**src/rtl/cube_arbiter.sv**
```systemverilog
// cube_arbiter: round-robin sharing of one cube-root unit between N_REQ
// requesters, with start and run watchdogs that abort a hung unit.
module cube_arbiter #(
  parameter int N_REQ     = 4,
  parameter int W         = 8,
  parameter int BUSY_WAIT = 4,
  parameter int TIMEOUT   = 1023
) (
  input  logic               clk_i,
  input  logic               rst_i,
  input  logic [N_REQ-1:0]   req_i,
  input  logic [N_REQ*W-1:0] x_bi,
  output logic [N_REQ-1:0]   ack_o,
  output logic [N_REQ-1:0]   done_o,
  output logic [W-1:0]       y_bo,
  output logic               err_o,
  output logic               busy_o,
  output logic               cube_start_o,
  output logic [W-1:0]       cube_x_bo,
  input  logic               cube_busy_i,
  input  logic [W-1:0]       cube_y_bi
);

  localparam int IW   = (N_REQ > 1) ? $clog2(N_REQ) : 1;
  localparam int CMAX = (TIMEOUT > BUSY_WAIT) ? TIMEOUT : BUSY_WAIT;
  localparam int CW   = $clog2(CMAX + 1);
  localparam logic [CW-1:0] BW_LAST = CW'(BUSY_WAIT - 1);
  localparam logic [CW-1:0] TO_LAST = CW'(TIMEOUT - 1);
  localparam logic [N_REQ-1:0] ONE = N_REQ'(1);
  localparam logic [IW-1:0] LAST = IW'(N_REQ - 1);

  typedef enum logic [1:0] {
    IDLE,
    START,
    RUN,
    DONE
  } state_t;

  state_t        state;
  logic [IW-1:0] rr;
  logic [IW-1:0] g;
  logic [CW-1:0] cnt;
  logic [IW-1:0] pick;
  logic          pick_ok;
  logic [IW-1:0] rr_nxt;
  logic [IW-1:0] idx [N_REQ];

  // Walk downward so the lowest offset from rr wins.
  always_comb begin
    pick_ok = 1'b0;
    pick    = '0;
    for (int o = 0; o < N_REQ; o++) begin
      idx[o] = IW'((int'(rr) + o) % N_REQ);
    end
    for (int o = N_REQ - 1; o >= 0; o--) begin
      if (req_i[idx[o]]) begin
        pick_ok = 1'b1;
        pick    = idx[o];
      end
    end
  end

  assign rr_nxt = (pick == LAST) ? '0 : pick + 1'b1;

  always_ff @(posedge clk_i or negedge rst_i) begin
    if (!rst_i) begin
      state        <= IDLE;
      rr           <= '0;
      g            <= '0;
      cnt          <= '0;
      ack_o        <= '0;
      done_o       <= '0;
      y_bo         <= '0;
      err_o        <= 1'b0;
      busy_o       <= 1'b0;
      cube_start_o <= 1'b0;
      cube_x_bo    <= '0;
    end else begin
      ack_o  <= '0;
      done_o <= '0;
      err_o  <= 1'b0;
      unique case (state)
        IDLE: begin
          if (pick_ok) begin
            g            <= pick;
            cube_x_bo    <= x_bi[int'(pick)*W +: W];
            ack_o        <= ONE << pick;
            cube_start_o <= 1'b1;
            busy_o       <= 1'b1;
            rr           <= rr_nxt;
            cnt          <= '0;
            state        <= START;
          end
        end
        START: begin
          if (cube_busy_i) begin
            cube_start_o <= 1'b0;
            cnt          <= '0;
            state        <= RUN;
          end else if (cnt == BW_LAST) begin
            done_o       <= ONE << g;
            err_o        <= 1'b1;
            y_bo         <= '0;
            cube_start_o <= 1'b0;
            state        <= DONE;
          end else begin
            cnt <= cnt + 1'b1;
          end
        end
        RUN: begin
          if (!cube_busy_i) begin
            y_bo   <= cube_y_bi;
            done_o <= ONE << g;
            state  <= DONE;
          end else if (cnt == TO_LAST) begin
            done_o       <= ONE << g;
            err_o        <= 1'b1;
            y_bo         <= '0;
            cube_start_o <= 1'b0;
            state        <= DONE;
          end else begin
            cnt <= cnt + 1'b1;
          end
        end
        DONE: begin
          busy_o <= 1'b0;
          state  <= IDLE;
        end
        default: state <= IDLE;
      endcase
    end
  end

endmodule

```
**config.mk**
```make
export PLATFORM = sky130hd
export DESIGN_NAME = cube_arbiter
export DESIGN_NICKNAME = d
export VERILOG_FILES = /design/src/rtl/cube_arbiter.sv
export SDC_FILE = /design/constraint.sdc
export NUM_CORES = 1
export LEC_CHECK = 0
export ABC_AREA = 0
export CORE_MARGIN = 2
export CORE_UTILIZATION = 61
export CTS_BUF_LIST = sky130_fd_sc_hd__clkbuf_8
export DETAILED_ROUTE_END_ITERATION = 10
export DONT_BUFFER_PORTS = 1
export PLACE_DENSITY = 0.74
export REMOVE_ABC_BUFFERS = 1
export SYNTH_ARGS = -nofsm -noshare
export SYNTH_HDL_FRONTEND = slang
export SYNTH_SLANG_ARGS = --single-unit
```
**constraint.sdc**
```tcl
create_clock -name clk_i -period 2.3 [get_ports clk_i]
set_input_delay 0.23 -clock clk_i [delete_from_list [all_inputs] [get_ports clk_i]]
set_output_delay 0.23 -clock clk_i [all_outputs]
set_load 0.02 [all_outputs]
```
==> metrics.cfg, run 1 <==
[worst_setup_path]
crit_end=cnt[4]
required_ps=2530
path_class=reg -> reg
crit_start=cnt[1]
r2r_start=cnt[1]
r2r_end=cnt[4]
crit_arrival_ps=2390
critPathMaxFanout=6
reg2regPathDepth=6
startpoint_type=flop
slowest_delay_ps=470
crit_chain=ha_1 > or2b_2 > nor4_4 > nor2_1 > or4_1 > nand3_1
slowest_stage=or4_1
endpoint_kind=flop
worst-r2r-setup-slack_ps=140

[clocking]
clock_latency_ps=290
clock_tree.root_cell=clkbuf_8
cts_setup_buffers=0
cts_buffers=5
clk_pin_slew_worst_paths_ps=70
clkSinkCount=43
cts_tree=done
cts_buffer_depth=2
htreeDepth=2

[placed_design]
dp_hpwl_mm=3.68
gp_congestion=0.906
port_buffers=0
place_ws_ps=71.2

[cells_and_area]
final_common_cell=dfrtp_1
fin_nets=308
regArea_um2=1080
multiInputGateArea_um2=1210
layout-drive-gt1-share_pct=12.2
antenna_cells=0
layout_common_cells=43 x dfrtp_1, 30 x nand2_1, 19 x nor2_1, 17 x o21ai_0, 12 x and2_1
area_growth_pct=9.17
filler_cell_count=293
final_util_pct=69.6

[floorplan]
pin_count=74
fp.dieArea_um2=4340
num_rows=22
start_util_pct=63.7
die_w_um=65.9
core_um2=3660
die_h_um=65.9

[yosys]
ys_seq_area_share_pct=46.1
syn_area_per_cell_um2=9.56
yosys.area_share.simple_pct=22.9
synth.largest_area_cell=dfrtp_1
synthMuxAreaShare_pct=5.31
synth_top_cells_by_area=dfrtp_1 46%, nand2_1 5.0%, ha_1 4.3%
synth-compound-area-share_pct=18.5
ys_types=44
synth_area_um2=2330
synth_seq_cells=43
synthCells=244
synth_top_area_share_pct=46.1
synth_top_family_by_area=simple AND/OR/NAND/NOR gates
yosys_warnings=0
synth_xor_area_share_pct=0
synth_adder_area_share_pct=4.29

[sta]
timing.fmax_mhz=463
worst_slack_ps=142
setup_viol=0
min_period_ps=2160
max_slew_margin_pct=58.9
tightest_slew_ps=617
finalClockSkew_ps=4.12
rsz0062_at_grt=false
timing.final.crit_share_pct=93.8
report.final.hold_viol_count=0
slew_violations=0

[hold_path]
hp-class=in -> reg

[routing]
drtAntennaViolNets=0
wl_mm=5.03
vias=1889
wire_per_inst_um=16.7
firstDrtPassIters=4
drc=0
viasPerCell=6.25
drt_iter0_drc=159

[pwr]
p_leak_nw=1.12
ir_drop_mv=0.630
powerDensity_nw_per_um2=1240

[global_routing]
overflow=0
grt_max_degree=44
first_global_vias=1832
grt_pass1_wl_mm=8.22
gr-usage-all-layers_pct=24.8
antenna_found_initial=0

[run_status]
status=finished clean

[job]
cap_violations=0

## critical path: cells and delay by family (launching register included)
kind	cells	cell delay, ps
AND/OR/NAND/NOR	5	1450
adder cells (fa/ha/maj)	1	220
flip-flops	1	430
## stage by stage
stage | setup TNS (ps) | cell area [um^2] | std cells | power (mW) | hold slack (ps)
finish | 0 | 2550 | 302 | 3.17 | 69.8
global route | 0 | 2550 | 302 | 3.41 | 67.4
CTS | 0 | 2530 | 302 | 3.16 | 65.0
detailed placement | 0 | 2420 | 292 | 2.69 | -64.6
global placement | 0 | 2420 | 292 | 2.60 | -64.8
floorplan | -6580 | 2300 | 236 | 2.31 | -65.6
## area by class of cell
type | instances | area share (%)
inverters | 8 | 1.18
well taps | 48 | 2.36
clock buffers | 5 | 2.70
repair buffers | 10 | 3.54
clock inverters | 3 | 0.491
flip-flops and latches | 43 | 42.2
multi-input cells | 185 | 47.5
## sequential cells by signal, summed over array words and instances (netlist names)
name	count
state	2
y_bo	8
cnt	10
cube_start_o	1
cube_x_bo	8
done_o	4
err_o	1
g	2
busy_o	1
rr	2
ack_o	4
## power by group
group / switching (mW) / internal [mW] / leakage [nW]
Clock: 0.239 / 0.204 / 0.0505
Combinational: 0.776 / 0.525 / 0.513
Sequential: 0.417 / 1.00 / 0.557
## what timing repair did
action	CTS	global route
hold buffers	2	0
setup endpoints to repair	0	11
endpoints found under the hold margin	43	0
resized for setup	0	4
## how the worst min path moves through the flow
stage,start,endpoint,depth (start not counted)
3_3_place_gp,rst_i,cnt[7],0
5_1_grt,cube_y_bi[5],y_bo[5],2
4_1_cts,cube_y_bi[5],y_bo[5],2
6_report,cube_y_bi[5],y_bo[5],2
2_1_floorplan,rst_i,ack_o[0],0
3_5_place_dp,rst_i,cnt[7],0
## kinds of logic (layout without fill, tap and decap cells)
logic type      count (synthesis)  in the layout
mux                            12             12
flops                          43             43
simple gates                  103            103
compound gates                 62             62
buf+inv                        16             26
fa+ha+maj                       8              8
## metal layers
metal / routed length (um) / GRT usage (%)
met2: 2610 / 44.3
met3: 346 / 6.47
met1: 2040 / 29.0
met5: 0 / 0
met4: 34 / 7.29
## cell usage after synthesis
cell type,count
nor4_1,4
or3_2,2
nand3_1,7
o41ai_1,3
or2_2,1
a31oi_1,2
nor3b_1,2
o21ai_0,17
o31ai_1,4
a311oi_1,8
o221ai_1,1
a211oi_1,1
clkinv_1,1
nor2_1,19
a21oi_1,7
nand2b_1,2
nor3_1,9
or4_1,1
buf_2,3
or3b_2,1
o22ai_1,1
a2111oi_0,8
or2b_2,2
and3_1,1
o21a_1,1
mux2_2,3
nor4_4,1
ha_1,8
and2_1,12
o22a_1,1
clkbuf_1,4
o2bb2ai_1,3
nor2b_1,3
a21boi_0,2
nand4_1,1
or2b_1,1
or3_1,2
nand2_1,31
mux2i_1,9
buf_4,1
a21o_1,3
or4_4,1
dfrtp_1,43
inv_1,7
Power figures use the tool's default switching activity.
==> run 2: changes to the inputs <==
--- a/config.mk
+++ b/config.mk
@@ -9,6 +9,7 @@
 export CORE_MARGIN = 2
 export CORE_UTILIZATION = 61
 export CTS_BUF_LIST = sky130_fd_sc_hd__clkbuf_8
+export CTS_CLUSTER_SIZE = 8
 export DETAILED_ROUTE_END_ITERATION = 10
 export DONT_BUFFER_PORTS = 1
 export PLACE_DENSITY = 0.74
==> results of run 2 <==
No change in the layout: final DEF, timing and power equal those of run 1.
==> run 3: changes to the inputs <==
--- a/config.mk
+++ b/config.mk
@@ -5,11 +5,10 @@
 export SDC_FILE = /design/constraint.sdc
 export NUM_CORES = 1
 export LEC_CHECK = 0
-export ABC_AREA = 0
+export ABC_AREA = 1
 export CORE_MARGIN = 2
 export CORE_UTILIZATION = 61
 export CTS_BUF_LIST = sky130_fd_sc_hd__clkbuf_8
-export CTS_CLUSTER_SIZE = 8
 export DETAILED_ROUTE_END_ITERATION = 10
 export DONT_BUFFER_PORTS = 1
 export PLACE_DENSITY = 0.74
@@ -17,3 +16,4 @@
 export SYNTH_ARGS = -nofsm -noshare
 export SYNTH_HDL_FRONTEND = slang
 export SYNTH_SLANG_ARGS = --single-unit
+export TNS_END_PERCENT = 5
==> metrics.cfg, run 3 <==
[sta]
tightest_slew_ps=450
min_period_ps=2040
setup_viol=0
rsz0062_at_grt=false
tns_ps=0
max_slew_margin_pct=70.0
finalClockSkew_ps=12.8
report.final.hold_viol_count=0
slew_violations=0
timing.final.crit_share_pct=88.7
timing.fmax_mhz=490

[clocking]
htreeDepth=2
clkSinkCount=43
clock_latency_ps=300
clk_pin_slew_worst_paths_ps=80
cts_resized=0
cts_buffer_depth=2
cts_tree=done
cts_buffers=5
clock_tree.root_cell=clkbuf_8

[cells_and_area]
layout-drive-gt1-share_pct=14.1
regMostFlops=cnt
area_growth_pct=6.27
fin_nets=450
largest_reg_flops=10
multiInputGateArea_um2=1430
regArea_um2=1080
antenna_cells=0
layout_common_cells=111 x nand2_1, 64 x inv_1, 48 x nand3_1, 43 x dfrtp_1, 24 x nor2_1
final_common_cell=nand2_1
final_cell_area_um2=3030
filler_cell_count=372
top_regs=cnt: 10 flops, cube_x_bo: 8 flops, y_bo: 8 flops

[global_routing]
grt_max_degree=44
grt_pass1_wl_mm=9.56
overflow=0
antenna_found_initial=0
first_global_vias=2234
gr-usage-all-layers_pct=22.7

[floorplan]
die_h_um=72.4
core_um2=4410
num_rows=24
die_w_um=72.4
fp.dieArea_um2=5240
pin_count=74
start_util_pct=64.6

[worst_setup_path]
path_class=reg -> reg
startpoint_type=flop
path_delay_family=simple AND/OR/NAND/NOR gates
critical_path_buf_inv_count=0
crit_start=rr[0]
r2r_start=rr[0]
crit_arrival_ps=2220
slowest_stage=dfrtp_1
slowest_delay_ps=630
endpoint_kind=flop
critPathMaxFanout=19
required_ps=2480
crit_chain=nand2_1 > nand3_2 > nand2_4 > nand3_4 > nand2_2 > nand2_4 > nand2_8 > ha_1 > nand2_1 > o21ai_0

[routing]
wire_per_inst_um=12.1
drc=0
drtAntennaViolNets=0
firstDrtPassIters=4
wl_mm=5.44
vias=2310
drt_iter0_drc=142
viasPerCell=5.16

[pwr]
p_leak_nw=1.63
ir_drop_mv=0.946
powerDensity_nw_per_um2=1530

[run_status]
status=finished clean

[yosys]
synthCells=390
ys_types=29
synth_area_um2=2850
synth_edf_count=0
ys_seq_area_share_pct=37.7
synth_seq_cells=43
synth-main-ff-cell=dfrtp_1
yosys_warnings=0
syn_area_per_cell_um2=7.31
yosysMostFrequentCell=nand2_1
synth.largest_area_cell=dfrtp_1
synth_top_area_share_pct=37.7
async_flop_share_pct=100
synth_top_cells_by_area=dfrtp_1 38%, nand2_1 15%, nand3_1 8.4%
yosys-top-cells-count=111 x nand2_1, 64 x inv_1, 48 x nand3_1

[hold_path]
min_from=cube_y_bi[0]
hp-class=in -> reg

[placed_design]
gp_congestion=0.876
port_buffers=0
dp_hpwl_mm=4.08
post_dp_cell_area_um2=2860

[job]
cap_violations=0

run 3: cell types whose count changed in the layout (fill, tap and decap cells not counted), moves of 8 or more:
cell / before / now
nand2_1: 30 / 111
a311oi_1: 8 / 0
a2111oi_0: 8 / 0
nand2_2: 1 / 15
mux2i_1: 9 / 0
nand3_1: 7 / 48
and2_1: 12 / 0
nand2_4: 0 / 9
inv_1: 8 / 64
run 3: logic make-up after synthesis:
logic type	count (synthesis)	share of synthesized area, %
buffers and inverters	77	12.2
xor gates and xnor gates	2	0.614
adders and majority gates	8	3.51
AOI/OAI and AO/OA	35	6.71
DFF	43	37.7
and+or+nand+nor	225	39.2
run 3: area by class of cell:
| class | instances | share of cell area, % |
|---|---|---|
| clock buffers | 5 | 2.27 |
| clock inverters | 3 | 2.23 |
| inverters | 69 | 8.79 |
| multi-input cells | 270 | 47.1 |
| flip-flops and latches | 43 | 35.5 |
| well taps | 52 | 2.15 |
| repair buffers | 6 | 1.98 |
run 3: per-layer routing:
| metal | global-route usage (%) | part of all wire [%] |
|---|---|---|
| met1 | 29.1 | 47 |
| met2 | 39.0 | 47 |
| met3 | 4.31 | 4.9 |
| met4 | 7.00 | 1.2 |
| met5 | 0 | 0 |
run 3: through the flow:
step | utilization (%) | setup slack [ps] | hold slack (ps) | power, mW | std cells
after detailed placement | 64.9 | 250 | -64.7 | 3.94 | 438
after global routing | 68.7 | 70.4 | 98.9 | 5.08 | 448
after floorplan | - | 409 | -65.6 | 3.41 | 382
after CTS | 68.7 | 224 | 92.1 | 4.67 | 448
after global placement | 64.9 | 302 | -64.7 | 3.89 | 438
final | 68.7 | 260 | 96.7 | 4.63 | 448
run 3: final timing paths:
path | endpoint | slack, ps | depth (start not counted)
worst max-delay path | rr[1] | 260 | 10
min in group asynchronous | done_o[3] | 410 | 2
max in group asynchronous | y_bo[2] | 1680 | 2
worst min register to register | done_o[0] | 470 | 1
worst min-delay path | y_bo[0] | 100 | 2
worst max register to register | rr[1] | 260 | 10
run 3: what timing repair did:
item                      in CTS  in global routing
hold buffers                   2                  0
hold endpoints to repair      43                  0
setup buffers                  0                  0
run 3: report_power, final:
group | internal (mW) | switching [mW]
sequential | 1.03 | 0.450
clock | 0.433 | 0.264
combinational | 0.828 | 1.63
total | 2.29 | 2.35
